$ cat src/rtl/acc_mul_seq.sv
// Sequential 8x8 multiplier built from four passes through a shared external 4x4 core.
// Latency: 4 cycles from the accept edge to out_valid (fewer with ZERO_SKIP=1); one operation in flight.
// Backpressure: in_ready is high only in IDLE; the result is held in DONE until out_ready.
//
// Ports: clk/rst_n (async active-low), abort (sync cancel), in_valid/in_ready/a/b/cfg_lvl (operand side),
//        core_a/core_b/core_lvl -> core_prod (shared combinational 4x4 multiplier, same cycle),
//        out_valid/out_ready/prod (result side), busy, op_cnt (consumed results, wrapping).
module acc_mul_seq #(
  parameter bit ZERO_SKIP = 1'b0,
  parameter int CNT_W     = 16
) (
  input  logic             clk,
  input  logic             rst_n,
  input  logic             abort,
  input  logic             in_valid,
  output logic             in_ready,
  input  logic [7:0]       a,
  input  logic [7:0]       b,
  input  logic [7:0]       cfg_lvl,
  output logic [3:0]       core_a,
  output logic [3:0]       core_b,
  output logic [1:0]       core_lvl,
  input  logic [7:0]       core_prod,
  output logic             out_valid,
  input  logic             out_ready,
  output logic [15:0]      prod,
  output logic             busy,
  output logic [CNT_W-1:0] op_cnt
);

  typedef enum logic [2:0] {IDLE, S_LL, S_LH, S_HL, S_HH, DONE} state_t;

  state_t           state_q, state_d;
  logic [7:0]       a_q, a_d, b_q, b_d, lvl_q, lvl_d;
  logic [15:0]      acc_q, acc_d;
  logic [CNT_W-1:0] cnt_q, cnt_d;
  logic [15:0]      addend;
  logic [3:0]       need_q;

  // Bit i set means quadrant i (0=LL,1=LH,2=HL,3=HH) must be computed.
  function automatic logic [3:0] quad_need(input logic [7:0] x, input logic [7:0] y);
    logic [3:0] m;
    m = 4'b1111;
    if (ZERO_SKIP) begin
      m[0] = (x[3:0] != 4'h0) && (y[3:0] != 4'h0);
      m[1] = (x[3:0] != 4'h0) && (y[7:4] != 4'h0);
      m[2] = (x[7:4] != 4'h0) && (y[3:0] != 4'h0);
      m[3] = (x[7:4] != 4'h0) && (y[7:4] != 4'h0);
    end
    return m;
  endfunction

  // Lowest pending quadrant in the mask, or DONE when nothing is left.
  function automatic state_t first_quad(input logic [3:0] m);
    if (m[0])      return S_LL;
    else if (m[1]) return S_LH;
    else if (m[2]) return S_HL;
    else if (m[3]) return S_HH;
    else           return DONE;
  endfunction

  assign need_q = quad_need(a_q, b_q);

  always_comb begin
    state_d  = state_q;
    a_d      = a_q;
    b_d      = b_q;
    lvl_d    = lvl_q;
    acc_d    = acc_q;
    cnt_d    = cnt_q;
    core_a   = 4'h0;
    core_b   = 4'h0;
    core_lvl = 2'b00;
    addend   = 16'h0000;

    case (state_q)
      IDLE: begin
        if (in_valid) begin
          a_d     = a;
          b_d     = b;
          lvl_d   = cfg_lvl;
          acc_d   = 16'h0000;
          state_d = first_quad(quad_need(a, b));
        end
      end
      S_LL: begin
        core_a   = a_q[3:0];
        core_b   = b_q[3:0];
        core_lvl = lvl_q[1:0];
        addend   = {8'h00, core_prod};
        acc_d    = acc_q + addend;
        state_d  = first_quad(need_q & 4'b1110);
      end
      S_LH: begin
        core_a   = a_q[3:0];
        core_b   = b_q[7:4];
        core_lvl = lvl_q[3:2];
        addend   = {4'h0, core_prod, 4'h0};
        acc_d    = acc_q + addend;
        state_d  = first_quad(need_q & 4'b1100);
      end
      S_HL: begin
        core_a   = a_q[7:4];
        core_b   = b_q[3:0];
        core_lvl = lvl_q[5:4];
        addend   = {4'h0, core_prod, 4'h0};
        acc_d    = acc_q + addend;
        state_d  = first_quad(need_q & 4'b1000);
      end
      S_HH: begin
        core_a   = a_q[7:4];
        core_b   = b_q[7:4];
        core_lvl = lvl_q[7:6];
        addend   = {core_prod, 8'h00};
        acc_d    = acc_q + addend;
        state_d  = DONE;
      end
      DONE: begin
        if (out_ready) begin
          state_d = IDLE;
          cnt_d   = cnt_q + CNT_W'(1);
        end
      end
      default: state_d = IDLE;
    endcase

    // Abort wins over both accept and consume: nothing is loaded or counted.
    if (abort) begin
      state_d = IDLE;
      acc_d   = 16'h0000;
      a_d     = a_q;
      b_d     = b_q;
      lvl_d   = lvl_q;
      cnt_d   = cnt_q;
    end
  end

  always_ff @(posedge clk or negedge rst_n) begin
    if (!rst_n) begin
      state_q <= IDLE;
      a_q     <= 8'h00;
      b_q     <= 8'h00;
      lvl_q   <= 8'h00;
      acc_q   <= 16'h0000;
      cnt_q   <= '0;
    end else begin
      state_q <= state_d;
      a_q     <= a_d;
      b_q     <= b_d;
      lvl_q   <= lvl_d;
      acc_q   <= acc_d;
      cnt_q   <= cnt_d;
    end
  end

  assign in_ready  = (state_q == IDLE);
  assign out_valid = (state_q == DONE);
  assign busy      = (state_q != IDLE);
  assign prod      = acc_q;
  assign op_cnt    = cnt_q;

endmodule

$ cat config.mk
export PLATFORM = sky130hd
export DESIGN_NAME = acc_mul_seq
export DESIGN_NICKNAME = d
export VERILOG_FILES = /design/src/rtl/acc_mul_seq.sv
export SDC_FILE = /design/constraint.sdc
export NUM_CORES = 1
export LEC_CHECK = 0
export BUFFER_PORTS_ARGS = -buffer_cell sky130_fd_sc_hd__buf_4
export CAP_MARGIN = 20
export CELL_PAD_IN_SITES_DETAIL_PLACEMENT = 0
export CELL_PAD_IN_SITES_GLOBAL_PLACEMENT = 1
export CORE_MARGIN = 3
export CORE_UTILIZATION = 35
export CTS_CLUSTER_DIAMETER = 100
export DETAILED_ROUTE_END_ITERATION = 8
export GPL_TIMING_DRIVEN = 0
export PLACE_DENSITY_LB_ADDON = 0.1
export SLEW_MARGIN = 10
export SYNTH_ARGS = -nofsm -noshare
export SYNTH_HDL_FRONTEND = slang
export SYNTH_SLANG_ARGS = --single-unit
export TNS_END_PERCENT = 50
$ cat constraint.sdc
create_clock -name clk -period 2.05 [get_ports clk]
set_input_delay 0.41 -clock clk [delete_from_list [all_inputs] [get_ports clk]]
set_output_delay 0.41 -clock clk [all_outputs]
set_load 0.01 [all_outputs]
### Word level (Yosys, flattened, before mapping)

Cells that the tools add are included.

| storage, ports and cells | value |
|---|---|
| bits in registers | 59 |
| output and inout port bits | 45 |
| word-level logic and storage cells | 40 |

| cells by class | value |
|---|---|
| add/subtract/negate cells | 4 |
| eq/ne operators | 7 |
| multiplexer cells | 10 |
| bitwise operators | 1 |
| reduce and logical (&&, ||, !) cells | 12 |

Operator list:

| cell | count |
|---|---|
| 16-bit case mux with 4 select lines | 1 |
| 16-bit two-way mux | 2 |
| 3-bit case mux with 6 select lines | 1 |
| 16-bit by 1-bit adder with 16-bit output (second input constant) | 1 |
| 16-bit by 12-bit adder with 16-bit output | 1 |
| 16-bit adder | 1 |
| 16-bit by 8-bit adder with 16-bit output | 1 |
| 4-bit case mux with 2 select lines | 2 |
| 2-bit OR reduction | 5 |
| 3-bit two-way mux | 3 |
| 2-bit case mux with 4 select lines | 1 |
| 3-bit by 2-bit == test with 1-bit output (second input constant) | 2 |
| 3-bit == test (second input constant) | 2 |
| 3-bit AND reduction | 2 |
| 5-bit nonzero test | 1 |
| 2-bit AND reduction | 2 |
| 3-bit by 1-bit == test with 1-bit output (second input constant) | 1 |
| 3-bit logical NOT | 1 |
| 3-bit by 2-bit inequality test with 1-bit output (second input constant) | 1 |
| 3-bit inequality test (second input constant) | 1 |
| 3-bit nonzero test | 1 |
| 1-bit inverter | 1 |

### Depth between registers and ports, before layout

| logic depth | value |
|---|---|
| word-level depth | 4 |
| depth in mapped cells | 9 |
| depth with buffers taken out | 9 |

### Worst setup path after synthesis

Ideal clock, no wire load.

| path | value |
|---|---|
| path kind | reg2reg |
| start point | register acc_q[0] (netlist: prod[0]) |
| end point | register acc_q[14] (netlist: prod[14]) |
| setup time | 0.126 ns |
| arrival time | 2.070 ns |
| required time | 1.924 ns |
| path slack | -0.146 ns |
| cell stages (with the launch flop) | 10 |
| path buffers | 0 |
| clock period less this slack | 2.196 ns |
| path through | dfrtp_1 ha_1 inv_1 fa_1 and2b_1 o2111ai_2 and3_4 nor4_1 o221a_1 o21ai_1 |

| between the ends | value |
|---|---|
| longest elaborated chain between the ends | 3 |
| elaborated cells on any way between the ends | 5 |

Ends and longest elaborated chain:

| item | line | source |
|---|---|---|
| from (decl) | 35 | `logic [15:0] acc_q, acc_d;` |
| from (signal assigned) | 144 | `acc_q <= 16'h0000;` |
| from (signal assigned) | 151 | `acc_q <= acc_d;` |
| 16-bit adder, or another cell as far along | 115 | `acc_d = acc_q + addend;` |
| 16-bit case mux with 4 select lines * | 76 | `case (state_q)` |
| 16-bit two-way mux * | 128 | `if (abort) begin` |

Mark *: on every way between the ends. The rest lies on a longest branch, timed or not.
A chain may end at the register's enable or synchronous reset.

### Worst setup path in the final report

| path | value |
|---|---|
| start point | register acc_q[4] (netlist: prod[4]) |
| end point | register acc_q[12] (netlist: prod[12]) |

Same word-level chain as after synthesis.

==> summary.md <==
| Metric | Value |
|---|---|
| DR WL/cell | `17.46 um` |
| Gpl congestion | `0.7718` |
| Post-synthesis average cell area | `9.922 sq um` |
| Max FO, Critical Path | `3` |
| Mux contribution to synthesized area | `8.447%` |
| Fillers | `1037` |
| Static leakage | `2.579 nW` |
| Clk root buf | `clkbuf_16` |
| Number of synthesized register bits | `59` |
| Initial Util | `36.85%` |
| Clk buf depth | `2` |
| Buf/Inv on CP | `0` |
| Crit path from | `prod[4]$_DFFE_PN0P_` |
| Mapped Nets | `479` |
| DIE WIDTH | `114.5 um` |
| GRT overflow | `0` |
| WP data required | `2.25 ns` |
| CTS tree | `built` |
| Max-cap violation count | `0` |
| Final Cycle Share | `103.5%` |
| Post-synth EDFFs | `0` |
| Slew Limit Fails | `0` |
| Critical path class | `reg2reg` |
| Placed Area | `4907 sq um` |
| Pwr/cell area | `749.3 nW/um^2` |
| Vias in the first global route | `3623` |
| Core box area | `11170 sq um` |
| Mapped Cells | `415` |
| Synthesized area | `4118 sq um` |
| Remaining antenna violation count | `0` |
| Via Count | `3676` |
| Post-Synth XOR/XNOR Area | `6.381%` |
| Synth Warn # | `0` |
| Max-slew headroom | `47.21%` |
| Final setup fails | `8` |
| Count of cell types in the netlist | `71` |
| # IOs | `82` |
| Final worst setup slack | `-0.07153 ns` |
| Slowest cell on crit path | `dfrtp_1` |
| Total Nets Final | `594` |
| Post-Synth Simple-Gate Area | `15.62%` |
| Largest family of logic cells by synthesized area | `compound AO/OA/AOI/OAI gates` |
| Die ar. | `13100 sq um` |
| Pre-antenna DRT Iters | `4` |
| Adder-cell share of the synthesized area | `8.751%` |
| Row count | `38` |
| Aggregate global-route resource usage | `17.94%` |
| Cell area after layout | `5736 sq um` |
| Pin count of the biggest net entering global routing | `60` |
| FMAX | `0.4714 GHz` |
| DR iter-0 viols | `173` |
| Wirelength, routed | `11780 um` |
| Worst-Margin Slew | `0.7918 ns` |
| Crit start category | `flip-flop` |
| Reg clk slew, reported paths | `0.05 ns` |
| Main synth FF type | `dfrtp_1` |
| Register area share after synthesis | `35.86%` |
| Cell-by-cell trace of the critical path | `ha_4 > fa_2 > a211oi_2 > o21bai_2 > nand2_2 > a21oi_2 > a32o_1 > a211o_1` |
| I/O Buffers | `80` |
| Reg2Reg Depth | `8` |
| Arr. time, crit path | `2.32 ns` |
| Final Power | `0.004298 W` |
| Vias per cell | `5.446` |
| Post-synth ARST share | `100.0%` |
| Post-DP HPWL | `8343 um` |
| Area Overhead vs Synth | `39.29%` |
| Layout cells sized above 1 | `40.19%` |
| Final Hold Viols | `0` |
| TritonCTS buffer count | `9` |
| Fin crit period | `2.122 ns` |
| Hold crit path type | `in2async` |
| Critical Path Stages | `8` |
| Hold slack final | `0.1598 ns` |
| Post-synthesis compound-gate area fraction | `21.63%` |
| RSZ-0062 raised after global routing | `yes` |
| Clk sinks | `59` |
| Most frequent cells in the layout | `buf_4 (101), dfrtp_1 (52), nand2_1 (29)` |
| DRC Markers | `0` |
| Peak supply drop | `0.5503 mV` |
| Worst path top cell family by delay | `compound AO/OA/AOI/OAI gates` |
| Clk_skew | `0.005570 ns` |
| First-pass GRT wire length | `18740 um` |
| Failing checks | `negative setup slack` |
| Initial antenna violation count | `0` |
| Largest stage delay, worst path | `0.43 ns` |
| Clock Latency Late Sink | `0.32 ns` |
| Commonest non-fill, non-tap cell in the layout | `buf_4` |
| Launching point of the worst reg2reg path | `prod[4]$_DFFE_PN0P_` |
| Status | `finished, violations left` |
| DIE HEIGHT | `114.5 um` |
| Ant. Diodes | `0` |
| CP Capture Type | `flip-flop` |
| H-tree lvl count | `3` |
## kinds of logic after synthesis
logic type | after synthesis
flip-flops | 59
buffers and inverters | 29
AO/OA/AOI/OAI | 124
adder cells (fa/ha/maj) | 27
multiplexers | 31
XOR/XNOR | 30
AND/OR/NAND/NOR | 115
## cells in the mapped netlist (all sizes together), types with 7 or more instances
| cell | instances | area, sq um |
|---|---|---|
| a21o | 8 | 60.06 |
| a21oi | 19 | 121.4 |
| a22oi | 15 | 112.6 |
| and3 | 9 | 71.32 |
| buf | 9 | 61.31 |
| dfrtp | 59 | 1476 |
| ha | 24 | 300.3 |
| inv | 15 | 56.30 |
| mux2 | 30 | 337.8 |
| nand2 | 34 | 127.6 |
| nand2b | 7 | 43.79 |
| nand3 | 10 | 50.05 |
| nor2 | 21 | 91.33 |
| nor3 | 10 | 71.32 |
| o21a | 7 | 52.55 |
| o21ai | 34 | 170.2 |
| xnor2 | 18 | 157.7 |
| xor2 | 12 | 105.1 |
## worst paths after layout
kind	end	slack, ns
max	prod[12]$_DFFE_PN0P_	-0.07
max reg2reg	prod[12]$_DFFE_PN0P_	-0.07
min reg2reg	op_cnt[15]$_DFFE_PN0P_	0.48
min	prod[14]$_DFFE_PN0P_	0.16
min in group clk	lvl_q[7]$_DFFE_PN0P_	0.30
max in group asynchronous	prod[5]$_DFFE_PN0P_	1.31
## stage by stage
stage / setup slack [ns] / cells / utilization (%) / TNS, ns
global placement: -0.3605 / 635 / 43.92 / -5.390
CTS: -0.08186 / 665 / 49.14 / -0.3437
finish: -0.07153 / 675 / 51.33 / -0.2761
detailed placement: -0.3203 / 635 / 43.92 / -4.994
floorplan: -0.03453 / 415 / - / -0.04060
global route: -0.1935 / 675 / 51.33 / -1.544
## power breakdown
part	internal (W)	leakage (nW)	switching, W
clock	0.000961	0.152	0.000524
sequential	0.00135	0.754	0.000156
combinational	0.000659	1.67	0.000652
total	0.00297	2.58	0.00133
## worst register-to-register path, cell delays in order, from the launching register on
cell and delay (ns):
dfrtp_1 0.43, ha_4 0.19, fa_2 0.38, a211oi_2 0.24, o21bai_2 0.12, nand2_2 0.10, a21oi_2 0.06, a32o_1 0.27
a211o_1 0.22
## flip-flops by register name, summed over array words and instances (netlist names)
name / cells
a_q: 8
b_q: 8
lvl_q: 8
op_cnt: 16
prod: 16
state_q: 3
## final cells by class
class / instances / area, sq um / share of cell area, %
Inverter: 15 / 56.30 / 0.9817
Clock inverter: 6 / 55.05 / 0.9599
Timing Repair Buffer: 104 / 813.3 / 14.18
Multi-Input combinational cell: 327 / 2778 / 48.43
Clock buffer: 10 / 239.0 / 4.167
Buffer: 14 / 133.9 / 2.334
Tap cell: 140 / 175.2 / 3.054
Sequential cell: 59 / 1485 / 25.89
## metal layers
| layer | track usage, % | up-vias | share of wire (%) |
|---|---|---|---|
| met5 | 0 | - | 0 |
| met4 | 4.196 | 0 | 1.2 |
| met3 | 3.700 | 16 | 4.8 |
| met2 | 29.14 | 82 | 49 |
| met1 | 24.55 | 1799 | 45 |
| li1 | - | 1779 | - |
## timing repair
item | CTS | global route
gates cloned | 0 | 2
gates resized for setup | 50 | 51
hold buffers | 0 | 0
endpoints found under the setup margin | 18 | 19
pin swaps | 7 | 19
buffers inserted | 14 | 8
Note: power is estimated with default switching activity, not from simulation.
